==> config.mk <==
export PLATFORM = sky130hd
export DESIGN_NAME = fetch_queue_flat
export DESIGN_NICKNAME = d
export VERILOG_FILES = /design/src/rtl/fetch_queue_if.sv /design/src/rtl/fetch_queue.sv /design/src/flat_wrapper.sv
export SDC_FILE = /design/constraint.sdc
export NUM_CORES = 1
export LEC_CHECK = 0
export ABC_AREA = 1
export CAP_MARGIN = 10
export CORE_UTILIZATION = 28
export CTS_CLUSTER_DIAMETER = 50
export DETAILED_ROUTE_END_ITERATION = 10
export PLACE_DENSITY = 0.5
export SLEW_MARGIN = 20
export SYNTH_ARGS = -nofsm -noshare
export SYNTH_HDL_FRONTEND = slang
export SYNTH_SLANG_ARGS = --single-unit
==> constraint.sdc <==
create_clock -name clk -period 6.4 [get_ports clk]
set_input_delay 0.96 -clock clk [delete_from_list [all_inputs] [get_ports clk]]
set_output_delay 0.96 -clock clk [all_outputs]
set_load 0.03 [all_outputs]
==> src/rtl/fetch_queue_if.sv <==
// fetch_queue_if: fetch-to-decode queue handshake bundle
interface fetch_queue_if;
  logic        in_valid;
  logic [31:0] in_pc;
  logic [31:0] in_instr;
  logic        in_ready;
  logic        out_valid;
  logic [31:0] out_pc;
  logic [31:0] out_instr;
  logic        out_exc;
  logic        out_ready;
  logic        flush;
  logic [2:0]  count;
  modport master (
    output in_valid, in_pc, in_instr, out_ready, flush,
    input  in_ready, out_valid, out_pc, out_instr, out_exc, count
  );
  modport slave (
    input  in_valid, in_pc, in_instr, out_ready, flush,
    output in_ready, out_valid, out_pc, out_instr, out_exc, count
  );
endinterface

==> src/rtl/fetch_queue.sv <==
// fetch_queue: circular fetch buffer that tags bad fetch addresses, with flush and no bypass
module fetch_queue #(
  parameter int unsigned DEPTH    = 2,
  parameter logic [31:0] PC_BASE  = 32'h0000_3000,
  parameter logic [31:0] PC_LIMIT = 32'h0000_6ffc
) (
  input logic          clk,
  input logic          reset,
  fetch_queue_if.slave q
);
  localparam int unsigned PW = $clog2(DEPTH);
  localparam logic [PW-1:0] LAST = PW'(DEPTH - 1);
  localparam logic [2:0] FULL = 3'(DEPTH);
  typedef struct packed {
    logic [31:0] pc;
    logic [31:0] instr;
    logic        exc;
  } entry_t;
  entry_t        mem_q [DEPTH];
  entry_t        head;
  entry_t        new_entry;
  logic [PW-1:0] rd_ptr_q, rd_ptr_d, wr_ptr_q, wr_ptr_d;
  logic [2:0]    count_q, count_d;
  logic          push, pop, bad_pc;
  function automatic logic [PW-1:0] inc(input logic [PW-1:0] p);
    return p == LAST ? '0 : p + 1'b1;
  endfunction
  assign q.in_ready  = count_q < FULL;
  assign q.out_valid = count_q != 3'd0;
  assign q.count     = count_q;
  assign q.out_pc    = head.pc;
  assign q.out_instr = head.instr;
  assign q.out_exc   = head.exc;
  always_comb begin
    bad_pc    = (|q.in_pc[1:0]) || q.in_pc < PC_BASE || q.in_pc > PC_LIMIT;
    new_entry = '{pc: q.in_pc, instr: bad_pc ? 32'h0 : q.in_instr, exc: bad_pc};
    push      = q.in_valid && q.in_ready && !q.flush;
    pop       = q.out_valid && q.out_ready && !q.flush;
    wr_ptr_d  = q.flush ? '0 : push ? inc(wr_ptr_q) : wr_ptr_q;
    rd_ptr_d  = q.flush ? '0 : pop ? inc(rd_ptr_q) : rd_ptr_q;
    count_d   = q.flush ? 3'd0 : count_q + {2'b0, push} - {2'b0, pop};
    head      = q.out_valid ? mem_q[rd_ptr_q] : '0;
  end
  always_ff @(posedge clk) begin
    if (reset) begin
      rd_ptr_q <= '0;
      wr_ptr_q <= '0;
      count_q  <= 3'd0;
    end else begin
      rd_ptr_q <= rd_ptr_d;
      wr_ptr_q <= wr_ptr_d;
      count_q  <= count_d;
    end
  end
  always_ff @(posedge clk) begin
    if (push && !reset) mem_q[wr_ptr_q] <= new_entry;
  end
endmodule

==> src/flat_wrapper.sv <==
// flat-port wrapper written by rule: the top's interface ports become plain ports
module fetch_queue_flat 
#(
  parameter int unsigned DEPTH    = 2,
  parameter logic [31:0] PC_BASE  = 32'h0000_3000,
  parameter logic [31:0] PC_LIMIT = 32'h0000_6ffc
)
  (clk, reset, q_in_valid, q_in_pc, q_in_instr, q_out_ready, q_flush, q_in_ready, q_out_valid, q_out_pc, q_out_instr, q_out_exc, q_count);
  fetch_queue_if q_i ();
  input logic clk;
  input logic reset;
  input wire logic [$bits(q_i.in_valid)-1:0] q_in_valid;
  input wire logic [$bits(q_i.in_pc)-1:0] q_in_pc;
  input wire logic [$bits(q_i.in_instr)-1:0] q_in_instr;
  input wire logic [$bits(q_i.out_ready)-1:0] q_out_ready;
  input wire logic [$bits(q_i.flush)-1:0] q_flush;
  output wire logic [$bits(q_i.in_ready)-1:0] q_in_ready;
  output wire logic [$bits(q_i.out_valid)-1:0] q_out_valid;
  output wire logic [$bits(q_i.out_pc)-1:0] q_out_pc;
  output wire logic [$bits(q_i.out_instr)-1:0] q_out_instr;
  output wire logic [$bits(q_i.out_exc)-1:0] q_out_exc;
  output wire logic [$bits(q_i.count)-1:0] q_count;
  assign q_i.in_valid = q_in_valid;
  assign q_i.in_pc = q_in_pc;
  assign q_i.in_instr = q_in_instr;
  assign q_i.out_ready = q_out_ready;
  assign q_i.flush = q_flush;
  assign q_in_ready = q_i.in_ready;
  assign q_out_valid = q_i.out_valid;
  assign q_out_pc = q_i.out_pc;
  assign q_out_instr = q_i.out_instr;
  assign q_out_exc = q_i.out_exc;
  assign q_count = q_i.count;
  fetch_queue #(.DEPTH(DEPTH), .PC_BASE(PC_BASE), .PC_LIMIT(PC_LIMIT)) u_core (.clk(clk), .reset(reset), .q(q_i));
endmodule
==> flow_summary.ini, run 1 <==
[critical_path]
critPathSlowestCell = buf_4
required_ns = 5.44
cpPeakStageDelay_ns = 0.72
worstReg2RegStart = u_core.q.count[1]$_SDFF_PP0_
crit_buf_inv = 3
cp_cell_sequence = buf_4 -> mux2_4 -> nand2_1 -> inv_1 -> clkdlybuf4s50_1
cp-end-kind = output pin
worst-setup-path-type = register to output pin
start_kind = register
crit_family = buffers and inverters
arrival_ns = 2.87
critPathMaxFanout = 44

[logic_synthesis]
yosysSeqAreaShare = 0.6454
yosysWarnings = 0
synth_cell_types = 21
synth_top_area_frac = 0.6261
ys_ff_latch = 136
synth_area_mm2 = 0.006235
synth_area_per_cell_um2 = 13.21
syn-num-nets = 545
synth_top_area_cell = edfxtp_1
syn_inst = 472
yosys-top-cells-area = edfxtp_1 (63%), mux2_4 (12%), inv_1 (6.6%)

[grt]
antenna_found_initial = 0
grt_pass1_vias = 3883
grt_max_degree = 69
track_usage = 0.1167
grt_pass1_wl_mm = 19.84
overflow = 0

[timing]
worst_pin_slew_ns = 1.034
hold_violations = 0
fin_ws_ns = 2.567
fin_crit_ns = 3.833
rsz0062_at_grt = no
fin_skew_ns = 0.006457
whs_ns = 0.4834
fmax_ghz = 0.2609
maxSlewViolCount = 0
relSlewSlack = 0.3106
setup_tns_ns = 0
setup_violations = 0
min_period_over_period = 0.5989

[hold_path]
hp-class = register to register
hold_start = u_core.rd_ptr_q$_SDFFE_PP0P_

[die]
core_area_mm2 = 0.02182
ios = 139
dieWidth_um = 151.2
start_util = 0.2857
die_y_um = 151.2
rows = 54
die_area_mm2 = 0.02287

[place]
port_buffers = 138
place_ws_ns = 2.954
place_inst = 873
gp_congestion = 0.7145
dpl-instance-area_mm2 = 0.007879
hpwl_mm = 7.981

[routing]
drtPass1Iterations = 4
vias_per_cell = 4.134
drc = 0
drtIter0Drc = 142
ant_nets = 0
routed_wl_mm = 12.82
wl_per_cell_um = 14.17
vias = 3741

[pwr]
p_sw_frac = 0.2101
intPower_mw = 1.877
comb_power_share = 0.110
peakVddDrop_mv = 0.1669
clkPwrFrac = 0.471
switching_power_mw = 0.4994
power_frac_seq = 0.419
powerDensity_mw_per_mm2 = 277.6
finalPower_mw = 2.377
leakagePower_nw = 3.360

[clock_network]
cts_made_buffers = 17
cts_tree = yes
post_cts_buffers = 0
clk_latency_ns = 0.41
clk_pin_slew_ns = 0.06
cts_sinks = 136
holdBufCountCts = 0
cts_resized = 0
clk_path_buf_depth = 2
cts_root_buf = clkbuf_16
htreeDepth = 4

[finish]
final_area_mm2 = 0.008561
syn_to_final_growth_pct = 37.31
final_core_util = 0.3923
fill_cells = 2114
fin_nets = 685
drive_above_1_share = 0.2032
diodes = 0
finalNonFillerCells = 905

[run]
drv_cap = 0

[status]
status = complete, no violations
==> cells by family (layout without fill, tap and decap cells) <==
kind of cell / count (synthesis) / after routing / share of synthesized area
DFF: 136 / 136 / 0.6454
and+or+nand+nor: 133 / 133 / 0.1066
buffers and inverters: 130 / 283 / 0.08750
muxes: 65 / 65 / 0.1475
adders and majority gates: 4 / 4 / 0.009232
AOI/OAI and AO/OA: 3 / 3 / 0.002407
xor gates and xnor gates: 1 / 1 / 0.001405
==> tightest hold or removal path, stage by stage (launching register included) <==
cell and delay, ns:
dfxtp_1 0.30, nand2_1 0.08, a21oi_1 0.06
==> synthesized netlist by cell type (all sizes together) <==
| cell | n |
|---|---|
| xnor2 | 1 |
| nand3 | 4 |
| nor3 | 33 |
| clkbuf | 3 |
| nand2 | 77 |
| edfxtp | 130 |
| nor2 | 16 |
| fa | 1 |
| ha | 3 |
| dfxtp | 6 |
| inv | 109 |
| mux2 | 65 |
| a21oi | 3 |
| nand3b | 1 |
| buf | 18 |
| or2 | 2 |
==> layer usage <==
metal  global-route usage  share of wire  up-vias
met5                    0              0        -
met1               0.1365           0.44     1802
met3              0.03313          0.049       11
met4              0.04100          0.013        0
li1                     -              -     1827
met2               0.2030           0.50      101
==> final timing paths <==
path | to | slack (ns) | depth (start not counted)
worst max register to register | u_core.q.count[2]$_SDFF_PP0_ | 3.79 | 12
worst min register to register | register | 0.48 | 2
worst min-delay path | register | 0.48 | 2
worst max-delay path | q_out_pc[27] | 2.57 | 5
==> flip-flops by register name, indices dropped and copies added (netlist names), named ones only <==
name	flops
u_core.rd_ptr_q	1
u_core.q.count	3
u_core.mem_q	130
u_core.wr_ptr_q	1
==> power groups by stage <==
stage	combinational (mW)	sequential, mW	clock, mW
finish	0.261	0.996	1.12
global route	0.282	0.997	1.18
CTS	0.267	0.996	1.14
detailed placement	0.265	1.01	0
global placement	0.265	1.01	0
floorplan	0.141	1.01	0
==> cells in the final DEF, fill, tap and decap left out <==
| master | instances |
|---|---|
| a21oi_1 | 3 |
| buf_4 | 4 |
| bufinv_16 | 7 |
| clkbuf_1 | 1 |
| clkbuf_16 | 17 |
| clkdlybuf4s50_1 | 138 |
| clkinv_1 | 1 |
| clkinv_2 | 3 |
| clkinv_4 | 1 |
| clkinvlp_4 | 2 |
| dfxtp_1 | 5 |
| dfxtp_4 | 1 |
| edfxtp_1 | 130 |
| fa_1 | 1 |
| ha_1 | 3 |
| inv_1 | 109 |
| mux2_2 | 15 |
| mux2_4 | 50 |
| nand2_1 | 76 |
| nand2_2 | 1 |
| nand3_1 | 2 |
| nand3_2 | 2 |
| nand3b_1 | 1 |
| nor2_1 | 15 |
| nor2_4 | 1 |
| nor3_1 | 12 |
| nor3_2 | 21 |
| or2_2 | 2 |
| xnor2_1 | 1 |
==> area by class of cell <==
type | instances | area (µm²) | share of cell area
Inverter | 109 | 409.1 | 0.04779
Tap cell | 280 | 350.3 | 0.04092
Multi-Input combinational cell | 206 | 1680 | 0.1963
Clock buffer | 18 | 429.2 | 0.05013
Clock inverter | 14 | 252.7 | 0.02952
Timing Repair Buffer | 142 | 1411 | 0.1649
Sequential cell | 136 | 4028 | 0.4705
Power figures use the tool's default switching activity.
==> run 2, diff against run 1 <==
--- a/config.mk
+++ b/config.mk
@@ -10,7 +10,7 @@
 export CORE_UTILIZATION = 28
 export CTS_CLUSTER_DIAMETER = 50
 export DETAILED_ROUTE_END_ITERATION = 10
-export PLACE_DENSITY = 0.5
+export PLACE_DENSITY = 0.48
 export SLEW_MARGIN = 20
 export SYNTH_ARGS = -nofsm -noshare
 export SYNTH_HDL_FRONTEND = slang
==> constraint.sdc (replaced) <==
create_clock -name clk -period 3.6 [get_ports clk]
set_input_delay 0.54 -clock clk [delete_from_list [all_inputs] [get_ports clk]]
set_output_delay 0.54 -clock clk [all_outputs]
set_load 0.03 [all_outputs]
==> run 2 against run 1 <==
Global-route usage is 0.054 points higher; clock power is 47% higher; via count is 0.21% higher; first-iteration DRC count is 31% higher; critical path depth stayed put; non-clock buffer count is 2 higher; core utilization is 0.25 points lower; final area is 0.63% lower; combinational power is 81% higher; cell count is 0.22% higher; hold slack worse by 0.0082 ns; largest cell class unchanged; largest power group is now registers.
==> flow_summary.ini, run 2 (synthesis results as in run 1) <==
[clock_network]
cts_root_buf = clkbuf_16
post_cts_buffers = 0
cts_resized = 0
clk_latency_ns = 0.41
cts_tree = yes
holdBufCountCts = 0
cts_made_buffers = 17
clk_pin_slew_ns = 0.06
cts_sinks = 136
clk_path_buf_depth = 2
htreeDepth = 4

[timing]
fin_crit_ns = 3.082
min_period_over_period = 0.8560
fin_skew_ns = 0.006234
setup_tns_ns = 0
fmax_ghz = 0.3245
worst_pin_slew_ns = 0.8452
rsz0062_at_grt = no
relSlewSlack = 0.4365
setup_violations = 0
fin_ws_ns = 0.5184
maxSlewViolCount = 0
hold_violations = 0

[routing]
vias_per_cell = 4.133
ant_nets = 0
drc = 0
wl_per_cell_um = 14.15
drtIter0Drc = 186
drtPass1Iterations = 5
routed_wl_mm = 12.83
vias = 3749

[die]
die_area_mm2 = 0.02287
rows = 54
start_util = 0.2857
core_area_mm2 = 0.02182
die_y_um = 151.2
dieWidth_um = 151.2
ios = 139

[grt]
antenna_found_initial = 0
grt_pass1_vias = 3857
overflow = 0
grt_pass1_wl_mm = 19.67
track_usage = 0.1173
grt_max_degree = 69

[place]
gp_congestion = 0.7132
place_inst = 875
dpl-instance-area_mm2 = 0.007945
port_buffers = 138
hpwl_mm = 8.212
place_ws_ns = 0.8280

[critical_path]
arrival_ns = 2.54
start_kind = register
required_ns = 3.06
cp-end-kind = output pin
cp_cell_sequence = inv_1 -> nand3_4 -> nand2_1 -> inv_1 -> clkdlybuf4s50_1
critPathMaxFanout = 68
cpPeakStageDelay_ns = 0.65
worst-setup-path-type = register to output pin
cp_common_cell = inv_1
critPathSlowestCell = nand3_4

[finish]
final_cell_mix = clkdlybuf4s50_1 (138), edfxtp_1 (130), inv_1 (109)
fin_nets = 687
top_register = u_core.mem_q
fill_cells = 2103
final_common_cell = clkdlybuf4s50_1
finalNonFillerCells = 907
largest_register_ff_count = 130
drive_above_1_share = 0.2041
syn_to_final_growth_pct = 36.44
diodes = 0
final_area_mm2 = 0.008507
final_core_util = 0.3898

[pwr]
powerDensity_mw_per_mm2 = 457.6
peakVddDrop_mv = 0.2768
leakagePower_nw = 3.328

[hold_path]
hp-class = register to register

[status]
status = complete, no violations

[run]
drv_cap = 0
==> run 2: worst paths after layout <==
path / start / to / slack, ns / cells past startpoint
hold / removal: u_core.wr_ptr_q$_SDFFE_PP0N_ / u_core.wr_ptr_q$_SDFFE_PP0N_ / 0.48 / 2
setup / recovery: u_core.q.count[1]$_SDFF_PP0_ / q_out_instr[31] / 0.52 / 5
setup reg to reg: u_core.q.count[1]$_SDFF_PP0_ / u_core.q.count[2]$_SDFF_PP0_ / 0.92 / 11
hold reg to reg: u_core.wr_ptr_q$_SDFFE_PP0N_ / u_core.wr_ptr_q$_SDFFE_PP0N_ / 0.48 / 2
==> run 2: area by class of cell <==
| cell class | instances | area (µm²) | area share |
|---|---|---|---|
| Clock buffer | 18 | 429.2 | 0.05045 |
| Clock inverter | 14 | 132.6 | 0.01559 |
| Inverter | 109 | 409.1 | 0.04810 |
| Multi-Input combinational cell | 206 | 1694 | 0.1991 |
| Sequential cell | 136 | 4028 | 0.4735 |
| Tap cell | 280 | 350.3 | 0.04118 |
| Timing Repair Buffer | 144 | 1464 | 0.1721 |
==> run 2: metal layers <==
metal | wire (µm) | vias up | global-route usage | part of all wire
li1 | - | 1828 | - | -
met1 | 5552 | 1810 | 0.1368 | 0.43
met2 | 6536 | 100 | 0.2053 | 0.51
met3 | 591 | 11 | 0.02982 | 0.046
met4 | 153 | 0 | 0.04500 | 0.012
met5 | 0 | - | 0 | 0
==> run 2: stage by stage <==
step,power (mW),hold slack (ns)
2_1_floorplan,2.054,0.4453
3_5_place_dp,2.281,0.4634
6_report,3.893,0.4753
4_1_cts,3.940,0.4727
3_3_place_gp,2.277,0.4558
5_1_grt,4.038,0.4959
==> run 2: worst max-delay path, delay by kind of cell, from the launching register on <==
| kind | cells | cell delay (ns) |
|---|---|---|
| simple gates | 2 | 0.99 |
| flops | 1 | 0.34 |
| buf+inv | 3 | 0.79 |
==> run 2: power by group <==
part | total, mW | leakage, nW | switching, mW | internal (mW)
combinational | 0.472 | 1.93 | 0.253 | 0.218
sequential | 1.77 | 1.13 | 0.00807 | 1.76
clock | 1.65 | 0.271 | 0.645 | 1.01
==> run 3, diff against run 2 <==
--- a/config.mk
+++ b/config.mk
@@ -7,10 +7,12 @@
 export LEC_CHECK = 0
 export ABC_AREA = 1
 export CAP_MARGIN = 10
+export CORE_MARGIN = 1
 export CORE_UTILIZATION = 28
 export CTS_CLUSTER_DIAMETER = 50
 export DETAILED_ROUTE_END_ITERATION = 10
 export PLACE_DENSITY = 0.48
+export RECOVER_POWER = 50
 export SLEW_MARGIN = 20
 export SYNTH_ARGS = -nofsm -noshare
 export SYNTH_HDL_FRONTEND = slang
==> constraint.sdc (replaced) <==
create_clock -name clk -period 3.65 [get_ports clk]
set_input_delay 0.5475 -clock clk [delete_from_list [all_inputs] [get_ports clk]]
set_output_delay 0.5475 -clock clk [all_outputs]
set_load 0.03 [all_outputs]
==> run 3 against run 2 <==
The run now ends with max-capacitance violations, max-slew violations left; critical endpoint is now q_out_instr[2]; highest routed layer unchanged; global-route usage is 0.27 points higher; non-clock buffer count is 1 higher; die area stayed put.
==> flow_summary.ini, run 3 (synthesis results as in run 1) <==
[clock_network]
cts_sinks = 136
cts_tree = yes
htreeDepth = 4
clk_pin_slew_ns = 0.06
post_cts_buffers = 0
holdBufCountCts = 0
cts_made_buffers = 17
clk_latency_ns = 0.41
clk_path_buf_depth = 2
cts_root_buf = clkbuf_16
cts_resized = 0

[grt]
track_usage = 0.1200
antenna_found_initial = 0
overflow = 0
grt_pass1_wl_mm = 20.11
grt_pass1_vias = 3963
grt_max_degree = 69

[pwr]
clkPwrFrac = 0.421
switching_power_mw = 0.8594
peakVddDrop_mv = 0.2740
comb_power_share = 0.119
p_sw_frac = 0.2265
power_frac_seq = 0.460
leakagePower_nw = 3.327
finalPower_mw = 3.793
powerDensity_mw_per_mm2 = 451.6
intPower_mw = 2.934

[die]
die_y_um = 151.2
core_area_mm2 = 0.02182
start_util = 0.2857
rows = 54
die_area_mm2 = 0.02287
dieWidth_um = 151.2
ios = 139

[hold_path]
min_delay_path_depth = 2
hold_start = u_core.rd_ptr_q$_SDFFE_PP0P_
hp-class = register to register

[timing]
fin_ws_ns = 0.5698
rsz0062_at_grt = no
relSlewSlack = -0.2505
min_period_over_period = 0.8439
hold_violations = 0
maxSlewViolCount = 132
whs_ns = 0.4662
setup_violations = 0
fin_crit_ns = 3.080
fmax_ghz = 0.3247
fin_skew_ns = 0.01064
worst_pin_slew_ns = 1.876
setup_tns_ns = 0

[finish]
final_common_cell = edfxtp_1
diodes = 0
largest_register_ff_count = 130
drive_above_1_share = 0.1802
final_core_util = 0.3849
fill_cells = 2134
top_register = u_core.mem_q
fin_nets = 688
syn_to_final_growth_pct = 34.74
final_cell_mix = edfxtp_1 (130), inv_1 (109), clkdlybuf4s50_1 (103)

[routing]
vias = 3714
ant_nets = 0
drtPass1Iterations = 4
wl_per_cell_um = 14.17
routed_wl_mm = 12.85
vias_per_cell = 4.095
drc = 0
drtIter0Drc = 92

[critical_path]
cp_cell_sequence = inv_1 -> nand3_4 -> nand2_1 -> inv_1 -> clkdlybuf4s50_1
worst-setup-path-type = register to output pin
worstReg2RegStart = u_core.q.count[1]$_SDFF_PP0_
critPathMaxFanout = 68
cpPeakStageDelay_ns = 0.64
required_ns = 3.10
rrSetupSlack_ns = 0.76
r2r-end = u_core.mem_q[0][28]$_DFFE_PP_
critPathSlowestCell = nand3_4
cp-end-kind = output pin
start_kind = register
cp_common_cell = inv_1
reg2regPathDepth = 7
worstSetupStartpoint = u_core.q.count[1]$_SDFF_PP0_
arrival_ns = 2.53

[status]
status = finished with violations
violations = max-capacitance violations, max-slew violations

[place]
place_ws_ns = 0.8866
gp_congestion = 0.7282
port_buffers = 138
hpwl_mm = 8.132

[run]
drv_cap = 2
-- run 3: changes by cell type in the layout (fill, tap and decap cells not counted), sizes merged --
cell	previous run	this run
clkdlybuf4s50	138	103
dlygate4sd3	0	35
clkbuf	18	23
clkinv	8	6
buf	6	5
clkinvlp	3	2
inv	110	109
-- run 3: critical path, delay by kind of cell (launching register included) --
| kind | cells | cell delay, ns |
|---|---|---|
| buffers and inverters | 3 | 0.79 |
| DFF | 1 | 0.33 |
| and+or+nand+nor | 2 | 0.99 |
-- run 3: metrics by stage --
step | std cells | instance area (µm²)
2_1_floorplan | 472 | 6248
3_3_place_gp | 876 | 7940
3_5_place_dp | 876 | 7940
4_1_cts | 907 | 8486
5_1_grt | 907 | 8401
6_report | 907 | 8401
-- run 3: area by class of cell --
type	instances	area [µm²]	share of cell area
timing repair buffer	145	1429	0.1701
clock inverter	10	105.1	0.01251
multi-input combinational	206	1639	0.1951
clock buffer	21	440.4	0.05243
inverter	109	409.1	0.04870
tap	280	350.3	0.04170
sequential	136	4028	0.4794
-- run 3: how the worst max path moves through the flow --
| stage | to | slack (ns) | depth (start not counted) |
|---|---|---|---|
| detailed placement | u_core.q.count[2]$_SDFF_PP0_ | 0.89 | 11 |
| finish | q_out_instr[2] | 0.57 | 5 |
| global route | q_out_instr[1] | 0.32 | 5 |
| CTS | q_out_instr[2] | 0.47 | 5 |
| global placement | q_out_instr[2] | 0.94 | 5 |
| floorplan | u_core.mem_q[0][0]$_DFFE_PP_ | 0.25 | 6 |
-- run 3: power by group through the flow --
| stage | Clock (mW) | Sequential [mW] | Combinational [mW] |
|---|---|---|---|
| after detailed placement | 0 | 1.78 | 0.471 |
| final | 1.60 | 1.75 | 0.450 |
| after floorplan | 0 | 1.78 | 0.248 |
| after global routing | 1.71 | 1.75 | 0.490 |
| after global placement | 0 | 1.78 | 0.470 |
| after CTS | 1.64 | 1.75 | 0.473 |
-- run 3: per-layer routing --
metal  track usage  share of wire  vias up
met4       0.05550          0.017        0
met3       0.02982          0.042       16
met5             0              0        -
li1              -              -     1830
met1        0.1360           0.43     1773
met2        0.2107           0.51       95
